## src/rtl/riscv_pkg.sv

```systemverilog
// Core-wide RISC-V constants shared by every pipeline stage.
package riscv_pkg;

  localparam int unsigned      XLEN      = 32;
  localparam logic [XLEN-1:0] NOP_INSTR = 32'h0000_0013;

endpackage

```

## src/rtl/pa_pkg.sv

```systemverilog
// Types shared between the pa core pipeline stages.
package pa_pkg;

  import riscv_pkg::*;

  typedef struct packed {
    logic            valid;
    logic [XLEN-1:0] pc;
    logic [XLEN-1:0] instr;
    logic            misalign;
  } if_id_t;

  typedef enum logic {
    IF_RUN,
    IF_HALT
  } if_state_e;

  function automatic logic [XLEN-1:0] align_pc(input logic [XLEN-1:0] pc);
    return pc & ~XLEN'(3);
  endfunction

endpackage

```

## src/rtl/fetch_fifo.sv

```systemverilog
// Synchronous FIFO with push/pop/clear and occupancy count; DEPTH must be a power of 2, >= 2.
module fetch_fifo #(
  parameter int unsigned WIDTH = 32,
  parameter int unsigned DEPTH = 2
) (
  input  logic                     clk_i,
  input  logic                     rst_i,
  input  logic                     clear_i,
  input  logic                     push_i,
  input  logic                     pop_i,
  input  logic [WIDTH-1:0]         wdata_i,
  output logic [WIDTH-1:0]         rdata_o,
  output logic [$clog2(DEPTH):0]   count_o,
  output logic                     empty_o
);

  localparam int unsigned AW = $clog2(DEPTH);

  typedef logic [AW-1:0] ptr_t;
  typedef logic [AW:0]   cnt_t;

  logic [WIDTH-1:0] mem_q [DEPTH];
  ptr_t             wr_ptr_q;
  ptr_t             rd_ptr_q;
  cnt_t             count_q;
  logic             full;
  logic             do_push;
  logic             do_pop;

  assign empty_o = (count_q == '0);
  assign full    = (count_q == cnt_t'(DEPTH));
  assign do_pop  = pop_i && !empty_o;
  assign do_push = push_i && (!full || do_pop);
  assign rdata_o = mem_q[rd_ptr_q];
  assign count_o = count_q;

  // NOTE: storage has no reset; the pointers and count alone define which entries are valid.
  always_ff @(posedge clk_i) begin
    if (do_push) begin
      mem_q[wr_ptr_q] <= wdata_i;
    end
  end

  // NOTE: state uses non-blocking assignments so every register samples pre-edge values.
  always_ff @(posedge clk_i) begin
    if (rst_i || clear_i) begin
      wr_ptr_q <= '0;
      rd_ptr_q <= '0;
      count_q  <= '0;
    end else begin
      if (do_push) wr_ptr_q <= wr_ptr_q + ptr_t'(1);
      if (do_pop)  rd_ptr_q <= rd_ptr_q + ptr_t'(1);
      count_q <= count_q + cnt_t'(do_push) - cnt_t'(do_pop);
    end
  end

endmodule

```

## src/rtl/if_stage.sv

```systemverilog
// Instruction-fetch stage: PC, credit-limited imem req/gnt fetch, fetch buffer, redirect flush.
// Optional misaligned-redirect HALT state enabled by defining PA_IF_MISALIGN_CHK_EN.
module if_stage
  import riscv_pkg::*, pa_pkg::*;
#(
  parameter logic [31:0] RESET_PC   = 32'h0000_0000,
  parameter int unsigned FIFO_DEPTH = 2
) (
  input  logic            clk_i,
  input  logic            rst_i,
  output logic            imem_req_o,
  output logic [XLEN-1:0] imem_addr_o,
  input  logic            imem_gnt_i,
  input  logic            imem_rvalid_i,
  input  logic [XLEN-1:0] imem_rdata_i,
  input  logic            redirect_i,
  input  logic [XLEN-1:0] redirect_pc_i,
  input  logic            id_ready_i,
  output logic            if_valid_o,
  output logic [XLEN-1:0] if_pc_o,
  output logic [XLEN-1:0] if_instr_o,
  output logic            if_misalign_o
);

  localparam int unsigned CW = $clog2(FIFO_DEPTH) + 1;
  typedef logic [CW-1:0] cnt_t;

  logic [XLEN-1:0]   pc_q, pc_d;
  cnt_t              outstanding_q, outstanding_d;
  cnt_t              discard_q, discard_d;
  logic              halted;
  logic              handshake, rsp, drop, accept, pop;
  logic [XLEN-1:0]   pcq_rdata;
  cnt_t              pcq_count;
  logic              pcq_empty;
  logic [2*XLEN-1:0] ff_rdata;
  cnt_t              ff_count;
  logic              ff_empty;
  if_id_t            if_id;

  // Every in-flight request owns a fetch-buffer slot, so a response can never overflow.
  assign imem_req_o  = !rst_i && !halted && ((outstanding_q + ff_count) < cnt_t'(FIFO_DEPTH));
  assign imem_addr_o = pc_q;
  assign handshake   = imem_req_o && imem_gnt_i;
  assign rsp         = imem_rvalid_i && (outstanding_q != '0);
  assign drop        = rsp && (discard_q != '0);
  assign accept      = rsp && !drop;
  assign pop         = !ff_empty && id_ready_i && !redirect_i;

  always_comb begin
    pc_d          = pc_q;
    outstanding_d = outstanding_q + cnt_t'(handshake) - cnt_t'(rsp);
    discard_d     = discard_q - cnt_t'(drop);
    if (handshake) pc_d = pc_q + XLEN'(4);
    // Everything still outstanding after this cycle belongs to the abandoned path.
    if (redirect_i) begin
      pc_d      = align_pc(redirect_pc_i);
      discard_d = outstanding_d;
    end
  end

  always_ff @(posedge clk_i) begin
    if (rst_i) begin
      pc_q          <= RESET_PC;
      outstanding_q <= '0;
      discard_q     <= '0;
    end else begin
      pc_q          <= pc_d;
      outstanding_q <= outstanding_d;
      discard_q     <= discard_d;
    end
  end

`ifdef PA_IF_MISALIGN_CHK_EN
  if_state_e       state_q, state_d;
  logic [XLEN-1:0] halt_pc_q, halt_pc_d;

  always_comb begin
    state_d   = state_q;
    halt_pc_d = halt_pc_q;
    if (redirect_i) begin
      if (redirect_pc_i[1:0] != 2'b00) begin
        state_d   = IF_HALT;
        halt_pc_d = redirect_pc_i;
      end else begin
        state_d   = IF_RUN;
      end
    end
  end

  always_ff @(posedge clk_i) begin
    if (rst_i) begin
      state_q   <= IF_RUN;
      halt_pc_q <= '0;
    end else begin
      state_q   <= state_d;
      halt_pc_q <= halt_pc_d;
    end
  end

  assign halted = (state_q == IF_HALT);
`else
  assign halted = 1'b0;
`endif

  fetch_fifo #(.WIDTH(XLEN), .DEPTH(FIFO_DEPTH)) u_pc_queue (
    .clk_i   (clk_i),
    .rst_i   (rst_i),
    .clear_i (redirect_i),
    .push_i  (handshake),
    .pop_i   (accept),
    .wdata_i (pc_q),
    .rdata_o (pcq_rdata),
    .count_o (pcq_count),
    .empty_o (pcq_empty)
  );

  fetch_fifo #(.WIDTH(2*XLEN), .DEPTH(FIFO_DEPTH)) u_fetch_fifo (
    .clk_i   (clk_i),
    .rst_i   (rst_i),
    .clear_i (redirect_i),
    .push_i  (accept),
    .pop_i   (pop),
    .wdata_i ({pcq_rdata, imem_rdata_i}),
    .rdata_o (ff_rdata),
    .count_o (ff_count),
    .empty_o (ff_empty)
  );

  always_comb begin
    // NOTE: every field gets a default first so no path through this block infers a latch.
    if_id.valid    = 1'b0;
    if_id.pc       = '0;
    if_id.instr    = NOP_INSTR;
    if_id.misalign = 1'b0;
    if (!ff_empty) begin
      if_id.valid = 1'b1;
      if_id.pc    = ff_rdata[2*XLEN-1:XLEN];
      if_id.instr = ff_rdata[XLEN-1:0];
    end
`ifdef PA_IF_MISALIGN_CHK_EN
    if (state_q == IF_HALT) begin
      if_id.valid    = 1'b1;
      if_id.pc       = halt_pc_q;
      if_id.instr    = NOP_INSTR;
      if_id.misalign = 1'b1;
    end
`endif
  end

  assign if_valid_o    = if_id.valid;
  assign if_pc_o       = if_id.pc;
  assign if_instr_o    = if_id.instr;
  assign if_misalign_o = if_id.misalign;

  a_rvalid_expected: assert property (@(posedge clk_i) disable iff (rst_i)
    !(imem_rvalid_i && (outstanding_q == '0)));
  a_pc_queue_tracks: assert property (@(posedge clk_i) disable iff (rst_i)
    (pcq_count == (outstanding_q - discard_q)) && !(accept && pcq_empty));

endmodule

```

## config.mk

```make
export PLATFORM = sky130hd
export DESIGN_NAME = if_stage
export DESIGN_NICKNAME = d
export VERILOG_FILES = /design/src/rtl/riscv_pkg.sv /design/src/rtl/pa_pkg.sv /design/src/rtl/fetch_fifo.sv /design/src/rtl/if_stage.sv
export SDC_FILE = /design/constraint.sdc
export NUM_CORES = 1
export LEC_CHECK = 0
export BUFFER_PORTS_ARGS = -buffer_cell sky130_fd_sc_hd__buf_2
export CAP_MARGIN = 5
export CELL_PAD_IN_SITES_DETAIL_PLACEMENT = 1
export CELL_PAD_IN_SITES_GLOBAL_PLACEMENT = 2
export CORE_ASPECT_RATIO = 0.9
export CORE_MARGIN = 2
export CORE_UTILIZATION = 39
export DETAILED_ROUTE_END_ITERATION = 10
export GPL_TIMING_DRIVEN = 1
export MAX_ROUTING_LAYER = met4
export PLACE_DENSITY_LB_ADDON = 0.25
export SETUP_SLACK_MARGIN = 0.02
export SYNTH_ARGS = -nofsm -noshare
export SYNTH_HDL_FRONTEND = slang
export SYNTH_HIERARCHICAL = 1
export SYNTH_SLANG_ARGS = --single-unit
```

## constraint.sdc

```tcl
create_clock -name clk_i -period 7.25 [get_ports clk_i]
set_clock_uncertainty 0.2 [all_clocks]
set_input_delay 0.725 -clock clk_i [delete_from_list [all_inputs] [get_ports clk_i]]
set_output_delay 0.725 -clock clk_i [all_outputs]
set_load 0.05 [all_outputs]
```

# After elaboration in Yosys (flattened, before gate mapping)
# Memories as Yosys holds them, arrays and structs flattened. A register that Yosys moved wholly into a read port is not among the register bits.
# Index checks and enable logic that the tools add are counted.
word_totals:
  word_cells: 67
  n_memories: 2
  ff_bits: 44
  mem_bits_rw: 192
classes:
  n_addsub: 13
  n_lt_le_gt_ge: 1
  n_mux: 12
  eq_ne: 2
  reduce_logical: 27
memory_table:
  columns: ["name", "depth", "word_bits", "read_ports", "rd_clocked_by_memory_dff", "wr", "line_no", "rtl"]
  rows:
  - ["u_fetch_fifo.mem_q", 2, 64, 1, 1, 1, "fetch_fifo.sv:22", "logic [WIDTH-1:0] mem_q [DEPTH];"]
  - ["u_pc_queue.mem_q", 2, 32, 1, 1, 1, "fetch_fifo.sv:22", null]
op_table:
  columns: ["op", "n"]
  rows:
  - ["$mux W65", 1]
  - ["$mux W32", 2]
  - ["$add A32 B3 Y32 const B", 1]
  - ["$logic_and A1 B1 Y1", 11]
  - ["$mux W1", 8]
  - ["$sub A2 B1 Y2", 4]
  - ["$logic_not A1 Y1", 7]
  - ["$add A2 B1 Y2", 3]
  - ["$reduce_bool A2 Y1", 3]
  - ["$add A1 B1 Y1 const B", 4]
  - ["$eq A2 B2 Y1 const B", 2]
  - ["$logic_not A2 Y1", 2]
  - ["$logic_or A1 B1 Y1", 3]
  - ["$add A2 B2 Y2", 1]
  - ["$lt A2 B2 Y1 const B", 1]
  - ["$mux W2", 1]
  - ["$reduce_or A2 Y1", 1]

# Logic depth before layout (Yosys ltp)
# Gate-level depths: netlist (run 1).
depth:
  depth_word: 10
  ltp_mapped: 12
  mapped_depth_nobuf: 11

# Cells and area by module
# Netlist (run 1), hierarchy kept.
modules_own_cells:
  columns: ["module", "seq_area_each_um2", "instances", "cells_per_inst", "area_per_inst_um2"]
  rows:
  - ["fetch_fifo (u_fetch_fifo)", 3943.8, 1, 231, 4864.7]
  - ["fetch_fifo (u_pc_queue)", 2021.9, 1, 132, 2566.2]
  - ["if_stage", 680.7, 1, 324, 2429.8]

# Worst setup path before layout (run 1)
# Ideal clock, no wire load.
synth_timing:
  path_kind: "input -> register"
  startpoint: "input redirect_i"
  endpoint: "memory u_fetch_fifo/mem_q[0][0] (netlist name), enable pin"
  t_required_ps: 6563
  n_path_buf: 3
  stages: 7
  arrival_time_ps: 4681
  setup_ps: 487
  setup_slack_ps: 1883
  cell_sequence: "clkbuf_1 inv_1 clkbuf_1 clkbuf_1 and3_1 o31ai_4 nor2_1"
synth_between:
  elab_chain_len: 7
synth_lines:
  columns: ["element", "line_no", "rtl"]
  rows:
  - ["from (decl)", "if_stage.sv:16", "input logic redirect_i,"]
  - ["$logic_not A1 Y1", "if_stage.sv:48", "assign pop = !ff_empty && id_ready_i && !redirect_i;"]
  - ["$logic_and A1 B1 Y1", "if_stage.sv:48", null]
  - ["named net pop", "if_stage.sv:32", "logic handshake, rsp, drop, accept, pop;"]
  - ["$logic_and A1 B1 Y1", "fetch_fifo.sv:32", "assign do_pop = pop_i && !empty_o;"]
  - ["$logic_or A1 B1 Y1", "fetch_fifo.sv:33", "assign do_push = push_i && (!full || do_pop);"]
  - ["$logic_and A1 B1 Y1", "fetch_fifo.sv:33", null]
  - ["$mux W1", "fetch_fifo.sv:39", "if (do_push) begin"]
  - ["$mux W1 (not written as such)", "fetch_fifo.sv:40", "mem_q[wr_ptr_q] <= wdata_i;"]
  - ["to (decl)", "fetch_fifo.sv:22", null]
# The timed path passes the listed nets, and every way through them passes these cells.

# Worst setup path in the final report (run 1)
layout_timing:
  startpoint: "input rst_i"
  endpoint: "memory u_pc_queue.mem_q[2][14], in the netlist u_pc_queue/mem_q[1][14], enable pin"
layout_between:
  elab_chain_len: 6
layout_lines:
  columns: ["element", "line_no", "rtl"]
  rows:
  - ["from (decl)", "if_stage.sv:10", "input logic rst_i,"]
  - ["$logic_not A1 Y1", "if_stage.sv:42", "assign imem_req_o = !rst_i && !halted && ((outstanding_q + ff_count) < cnt_t'(FIFO_DEPTH));"]
  - ["$logic_and A1 B1 Y1", "if_stage.sv:42", null]
  - ["$logic_and A1 B1 Y1", "if_stage.sv:44", "assign handshake = imem_req_o && imem_gnt_i;"]
  - ["named net handshake", "if_stage.sv:32", null]
  - ["$logic_and A1 B1 Y1", "fetch_fifo.sv:33", null]
  - ["$mux W1", "fetch_fifo.sv:39", null]
  - ["$mux W1 (not written as such)", "fetch_fifo.sv:40", null]
  - ["to (decl)", "fetch_fifo.sv:22", null]
# The timed path passes the listed nets, and every way through them passes these cells.

==> impl_metrics.ini, run 1 <==
[run_status]
status = finished, final reports clean

[placed_design]
dpl_cell_area_um2 = 11000
gp_congestion = 0.790
hpwlAfterDp_um = 14100
numPortBuffers = 163

[floorplanning]
pin_count = 169
start_util_pct = 39.5
die_x_um = 172
core_um2 = 25000
row_count = 55
die-area_um2 = 26600
die_height_um = 155

[routing]
vias = 6068
drc = 0
drt-initial-drc-count = 252
dr.pass1.iters = 4
vias_per_cell = 5.00
ant_nets = 0
routed_wirelength_um = 21800
wl_per_cell_um = 18.0

[cells_and_area]
diodes = 0
layout-drive-gt1-share_pct = 36.6
nNetsFinal = 928
fin_area_um2 = 11800
syn_to_final_growth_pct = 20.1
layout_commonest_cell = edfxtp_1
mostFrequentLayoutCells = edfxtp_1, buf_2, mux2_2, nor2b_1, nor2_1

[timing]
min_period_ns = 3.55
worst_slew_pin_slew_ns = 1.06
max_slew_margin_pct = 29.3
finalHoldViolations = 0
period_share_pct = 49.0
finalSetupTns_ns = 0
finalSetupViolations = 0
fmax_mhz = 282
rsz0062_at_grt = false
drv_slew = 0

[grt]
grt_usage_pct = 16.9
grt_first_pass_wirelength_um = 34500
grt.busiest_layer = met2
grt_pass1_vias = 6434
grt.met1_usage_pct = 22.3
grt_use_met2_pct = 26.6
use_met3_pct = 2.97
grt_start_max_net_pins = 66
grt-ovfl-total = 0
antenna_found_initial = 0

[worst_setup_path]
cp_max_fo = 39
end_kind = flip-flop
criticalPathCategory = primary input to flip-flop
cp.arrival_ns = 3.48
reg2regPathDepth = 6
required_ns = 7.18
start_kind = primary input

[clock_tree]
post_cts_buffers = 0
cts.clk_slew.worst_paths_ns = 0.06
cts_resized = 0
clockBufferDepth = 3
cts-root-buf = clkbuf_16
cts_htree_levels = 1
cts_tree = built
hold_buffers = 0
cts_buffers = 26
clock_latency_ns = 0.52
cts_sinks = 236

[run]
maxCapViolCount = 0

[pwr]
seq_power_share_pct = 51.2
p_comb_share_pct = 11.4
pwr-share-clk_pct = 37.3
p_switching_uw = 801
p_per_area_nw_per_um2 = 272
ir_drop_v = 0.000150
p_int_uw = 2420
p_leak_uw = 0.00430
swShare_pct = 24.9

[min_path]
hp-class = primary input to flip-flop
whs_path_depth = 1

[synth]
netlist_area_um2 = 9860
ys_warn_count = 6
syn_avg_cell_area_um2 = 14.4
netlist_instances = 686
==> final timing paths <==
check                     startpoint                       end  slack [ns]
min reg2reg      u_pc_queue/rd_ptr_q                 flip-flop        0.30
max reg2reg  u_fetch_fifo/count_o[1]   u_pc_queue/mem_q[1][14]        3.74
max                            rst_i   u_pc_queue/mem_q[1][14]        3.70
min                  imem_rdata_i[2]  u_fetch_fifo/mem_q[0][2]        0.20
==> sequential cells by signal, indices dropped and copies added (netlist names), named ones only <==
name,cells
u_fetch_fifo/wr_ptr_q,1
imem_addr_o,30
u_fetch_fifo/rd_ptr_q,1
u_pc_queue/count_o,2
outstanding_q,2
u_fetch_fifo/mem_q,128
u_pc_queue/mem_q,64
discard_q,2
u_pc_queue/rd_ptr_q,1
u_fetch_fifo/count_o,2
u_pc_queue/wr_ptr_q,1
==> through the flow <==
step / power [µW] / hold WS (ns) / cells / utilization [%] / worst slack (ns)
after floorplan: 1940 / 0.272 / 692 / - / 1.88
after CTS: 3270 / 0.174 / 1214 / 47.4 / 3.66
final: 3220 / 0.200 / 1214 / 47.4 / 3.70
after detailed placement: 2060 / 0.296 / 1166 / 44.2 / 3.10
after global placement: 2030 / 0.289 / 1166 / 44.2 / 3.20
after global routing: 3360 / 0.178 / 1214 / 47.4 / 3.46
==> layout make-up <==
cell class	instances	area, µm²
fillers	2598	13100
inverters	17	63.8
clock buffers	33	708
flip-flops and latches	236	6650
multi-input cells	402	3040
clock inverters	15	87.6
repair buffers	169	861
well taps	342	428
==> routing by layer <==
metal	wire length, µm	share of wire (%)
met5	0	0
met4	648	3.0
met3	1190	5.5
met2	9930	46
met1	10000	46
==> critical path: stages <==
cell	delay (ns)
buf_2	0.34
nor2b_1	0.82
nand2_1	0.24
inv_1	0.33
o31ai_4	0.17
nor2_4	0.83
==> power groups by stage <==
stage | logic (µW) | registers [µW] | clock network [µW]
final | 369 | 1650 | 1200
after global routing | 404 | 1660 | 1290
after CTS | 378 | 1650 | 1240
after detailed placement | 375 | 1680 | 0
after global placement | 362 | 1670 | 0
after floorplan | 229 | 1710 | 0
Note: power is estimated with default switching activity, not from simulation.
==> run 2: changes to the inputs <==
- CORE_UTILIZATION: 39 -> 35
- clock period: 7.25 -> 3.1 ns (I/O delays scaled with it)
==> run 2 against run 1 <==
Net effect: setup slack lost 3.4 ns; critical path depth is the same; die area grew 11%; routed wire length grew 7.1%; combinational power grew to 2.7 times the previous value; sequential power grew 130%; sequential share of layout area shrank 4.0 points; highest routed layer unchanged.
==> impl_metrics.ini, run 2 (synthesized netlist as in run 1, its figures left out) <==
[clock_tree]
clock_latency_ns = 0.53
post_cts_buffers = 0
cts_buffers = 27
cts_tree = built
cts.clk_slew.worst_paths_ns = 0.06
cts_sinks = 236
cts_htree_levels = 1
cts_resized = 0
hold_buffers = 63
cts-root-buf = clkbuf_16
clockBufferDepth = 3

[cells_and_area]
fin_area_um2 = 12700
top_register = u_fetch_fifo/mem_q
nNetsFinal = 1003
syn_to_final_growth_pct = 29.3
largest_reg_flops = 128
layout-drive-gt1-share_pct = 35.1
utilization_pct = 45.9
diodes = 0
mostFrequentLayoutCells = edfxtp_1, buf_2, mux2_2, nor2b_1, dlygate4sd3_1
layout_commonest_cell = edfxtp_1

[timing]
worst_slew_pin_slew_ns = 0.907
period_share_pct = 90.1
min_period_ns = 2.79
fmax_mhz = 358
rsz0062_at_grt = false
finalHoldViolations = 0
finalSetupViolations = 0
drv_slew = 0
max_slew_margin_pct = 39.4

[worst_setup_path]
rr_startpoint = u_fetch_fifo/count_o[1]
startpoint = u_fetch_fifo/count_o[1]
cp.arrival_ns = 2.79
reg2regPathDepth = 6
critPathCapture = u_fetch_fifo/mem_q[0][9]
cp_max_fo = 27
r2r_end = u_fetch_fifo/mem_q[0][9]
end_kind = flip-flop
required_ns = 3.10
r2r_setup_slack_ns = 0.31
start_kind = flip-flop
criticalPathCategory = flip-flop to flip-flop

[floorplanning]
die_height_um = 163
pin_count = 169
row_count = 58
die_x_um = 181
start_util_pct = 35.5
core_um2 = 27800
die-area_um2 = 29500

[routing]
vias = 6336
drc = 0
vias_per_cell = 4.84
dr.pass1.iters = 4
ant_nets = 0
wl_per_cell_um = 17.9
routed_wirelength_um = 23400
drt-initial-drc-count = 318

[grt]
grt_first_pass_wirelength_um = 36800
grt_pass1_vias = 6668
grt_usage_pct = 16.2
grt_start_max_net_pins = 65
grt-ovfl-total = 0
antenna_found_initial = 0

[pwr]
ir_drop_v = 0.000360
p_int_uw = 6170
seq_power_share_pct = 47.4
p_leak_uw = 0.00469
p_switching_uw = 1960
power_uw = 8130
pwr-share-clk_pct = 40.5
p_per_area_nw_per_um2 = 638
p_comb_share_pct = 12.1
swShare_pct = 24.1

[placed_design]
dpl_cell_area_um2 = 11200
gp_congestion = 0.777
numPortBuffers = 163
hpwlAfterDp_um = 15300

[run_status]
status = finished, final reports clean

[min_path]
hp-class = primary input to flip-flop

[run]
maxCapViolCount = 0
-- run 2: cell count changes in the layout (fill, tap and decap cells not counted), sizes merged --
cell         change
buf             +11
inv              +2
dlygate4sd3     +63
bufinv           +5
clkinv           -5
clkinvlp         -2
clkbuf           +2
-- run 2: how the worst min path moves through the flow --
stage	startpoint	endpoint	slack (ns)	depth (start not counted)
finish	imem_gnt_i	imem_addr_o[5]	0.11	5
global route	imem_gnt_i	imem_addr_o[5]	0.14	5
detailed placement	imem_rdata_i[0]	u_fetch_fifo/mem_q[1][0]	0.30	1
floorplan	imem_rdata_i[0]	u_fetch_fifo/mem_q[0][0]	0.21	0
global placement	u_fetch_fifo/rd_ptr_q	u_fetch_fifo/rd_ptr_q	0.29	2
CTS	imem_gnt_i	imem_addr_o[5]	0.08	5
-- run 2: power groups by stage --
| stage | Sequential, µW | Combinational (µW) | Clock (µW) |
|---|---|---|---|
| after floorplan | 3980 | 546 | 0 |
| after global placement | 3900 | 905 | 0 |
| after detailed placement | 3920 | 934 | 0 |
| after CTS | 3850 | 1010 | 3410 |
| after global routing | 3880 | 1080 | 3510 |
| final | 3850 | 984 | 3300 |
-- run 2: metal layers --
metal  routed length, µm  global-route usage, %
met5                   0                      -
met1               10900                   21.3
met2               10800                   25.9
met3                1240                   2.72
met4                 421                   4.58
-- run 2: area by class of cell --
cell class                      count  area, µm²
Tap cell                          360        450
Fill cell                        2844      15000
Clock inverter                     15        213
Clock buffer                       35        716
Multi-Input combinational cell    402       3040
Timing Repair Buffer              243       1610
Sequential cell                   236       6650
Inverter                           17       63.8
-- run 2: worst max-delay path: stages (launching register included) --
cell and delay (ns):
dfxtp_1 0.54, nor2_4 0.07, inv_2 0.07, and3_1 0.28
o31ai_4 0.12, nor2_4 0.73, buf_4 0.42
-- run 2: metrics by stage --
| step | setup slack, ns | std cells | setup TNS, ns | hold slack (ns) |
|---|---|---|---|---|
| finish | 0.307 | 1308 | 0 | 0.108 |
| floorplan | -0.389 | 692 | -24.90 | 0.209 |
| detailed placement | 0.241 | 1195 | 0 | 0.303 |
| CTS | 0.221 | 1308 | 0 | 0.0816 |
| global placement | 0.318 | 1195 | 0 | 0.291 |
| global route | 0.0614 | 1308 | 0 | 0.140 |
==> run 3: changes to the inputs <==
- CORE_UTILIZATION: 35 -> 39
- clock period: 3.1 -> 3.03 ns (I/O delays scaled with it)
==> run 3 against run 2 <==
Net effect: final cell count shrank 1.8%; first-iteration DRC count shrank 13%; via count shrank 0.21%; critical path depth grew 1; global-route usage grew 2.0 points; combinational power is essentially flat; clock-buffer cell count shrank 1; non-clock buffer count shrank 3; sequential share of layout area grew 0.51 points; critical endpoint is now imem_addr_o[24].
==> impl_metrics.ini, run 3 (synthesized netlist as in run 1, its figures left out) <==
[pwr]
p_per_area_nw_per_um2 = 637
ir_drop_v = 0.000446
p_leak_uw = 0.00462
power_uw = 8050

[timing]
drv_slew = 0
worst_slew_pin_slew_ns = 0.951
finalSetupViolations = 0
period_share_pct = 93.4
min_period_ns = 2.83
max_slew_margin_pct = 36.6
rsz0062_at_grt = false
fmax_mhz = 353
finalHoldViolations = 0

[worst_setup_path]
cp_num_buf_inv = 1
max_stage_delay_ns = 0.55
criticalPathCategory = flip-flop to flip-flop
slowest_stage = dlygate4sd3_1
required_ns = 3.25
crit_family = simple AND/OR/NAND/NOR gates
cp.arrival_ns = 3.05
cp_max_fo = 10
start_kind = flip-flop
path_cells = ha_1 > nand2_1 > nor2_1 > nand4_2 > o31a_1 > o31a_1 > dlygate4sd3_1
cpMostUsedCell = o31a_1
end_kind = flip-flop

[placed_design]
numPortBuffers = 163
hpwlAfterDp_um = 14600
dp.cells = 1173
gp_congestion = 0.740

[clock_tree]
cts_sinks = 236
cts_htree_levels = 1
cts-root-buf = clkbuf_16
clockBufferDepth = 3
cts_buffers = 26
cts.clk_slew.worst_paths_ns = 0.06
clock_latency_ns = 0.53
cts_tree = built

[floorplanning]
die_height_um = 155
die_x_um = 172
row_count = 55
die-area_um2 = 26600
core_um2 = 25000
start_util_pct = 39.5
pin_count = 169

[min_path]
hp-class = primary input to flip-flop

[run]
maxCapViolCount = 0

[routing]
drt-initial-drc-count = 278
vias_per_cell = 4.92
dr.pass1.iters = 4
routed_wirelength_um = 23300
ant_nets = 0
drc = 0
wl_per_cell_um = 18.2
vias = 6323

[grt]
grt-ovfl-total = 0
grt_usage_pct = 18.1
grt_start_max_net_pins = 65
grt_first_pass_wirelength_um = 36500
grt_pass1_vias = 6732
antenna_found_initial = 0

[cells_and_area]
mostFrequentLayoutCells = edfxtp_1, buf_2, mux2_2, dlygate4sd3_1, nor2b_1
layout-drive-gt1-share_pct = 34.6
top_register = u_fetch_fifo/mem_q
nNetsFinal = 999
stdcell_count = 1284
largest_reg_flops = 128
layout_commonest_cell = edfxtp_1
syn_to_final_growth_pct = 28.1
fillers = 2529
diodes = 0

[run_status]
status = finished, final reports clean
-- run 3: layout make-up --
cell class,count,area [µm²],share of cell area (%)
flip-flops and latches,236,6650,52.7
multi-input cells,402,3040,24.1
clock buffers,34,702,5.56
repair buffers,240,1600,12.6
clock inverters,13,144,1.14
inverters,17,63.8,0.505
well taps,342,428,3.39
-- run 3: worst paths after layout --
kind	startpoint	endpoint	slack, ns	cells past startpoint
max	imem_addr_o[3]	imem_addr_o[24]	0.20	7
min	rst_i	discard_q[0]	0.12	3
max reg2reg	imem_addr_o[3]	imem_addr_o[24]	0.20	7
min reg2reg	u_pc_queue/rd_ptr_q	flip-flop	0.31	2
-- run 3: timing repair --
item | 4_1_cts | 5_1_grt
gates resized for setup | 0 | 3
endpoints found under the setup margin | 0 | 11
setup buffers | 0 | 0
endpoints found under the hold margin | 96 | 0
hold buffers | 64 | 0
-- run 3: worst register-to-register path, stage by stage (launching register included) --
cell and delay [ns]:
dfxtp_1 0.50, ha_1 0.36, nand2_1 0.11, nor2_1 0.19, nand4_2 0.27, o31a_1 0.31
o31a_1 0.23, dlygate4sd3_1 0.55
-- run 3: report_power, final --
group          internal (µW)  switching [µW]
Sequential              3820             121
Combinational            387             599
Clock                   1880            1230
-- run 3: routing by layer --
metal  routed length [µm]  up-vias  part of all wire [%]  track usage (%)
li1                     -     3013                     -                -
met1                10400     3112                    45             22.9
met5                    0        -                     0                -
met3                 1230       31                   5.3             3.40
met2                11200      167                    48             30.1
met4                  467        0                   2.0             4.52
-- run 3: metrics by stage --
| stage | TNS (ns) | setup WS [ns] | utilization, % | instance area (µm²) | hold slack [ns] |
|---|---|---|---|---|---|
| 5_1_grt | 0 | 0.0367 | 50.6 | 12600 | 0.145 |
| 3_5_place_dp | 0 | 0.186 | 44.6 | 11100 | 0.295 |
| 2_1_floorplan | -29.38 | -0.459 | - | 9900 | 0.202 |
| 6_report | 0 | 0.200 | 50.6 | 12600 | 0.115 |
| 4_1_cts | 0 | 0.172 | 50.5 | 12600 | 0.102 |
| 3_3_place_gp | 0 | 0.336 | 44.6 | 11100 | 0.290 |
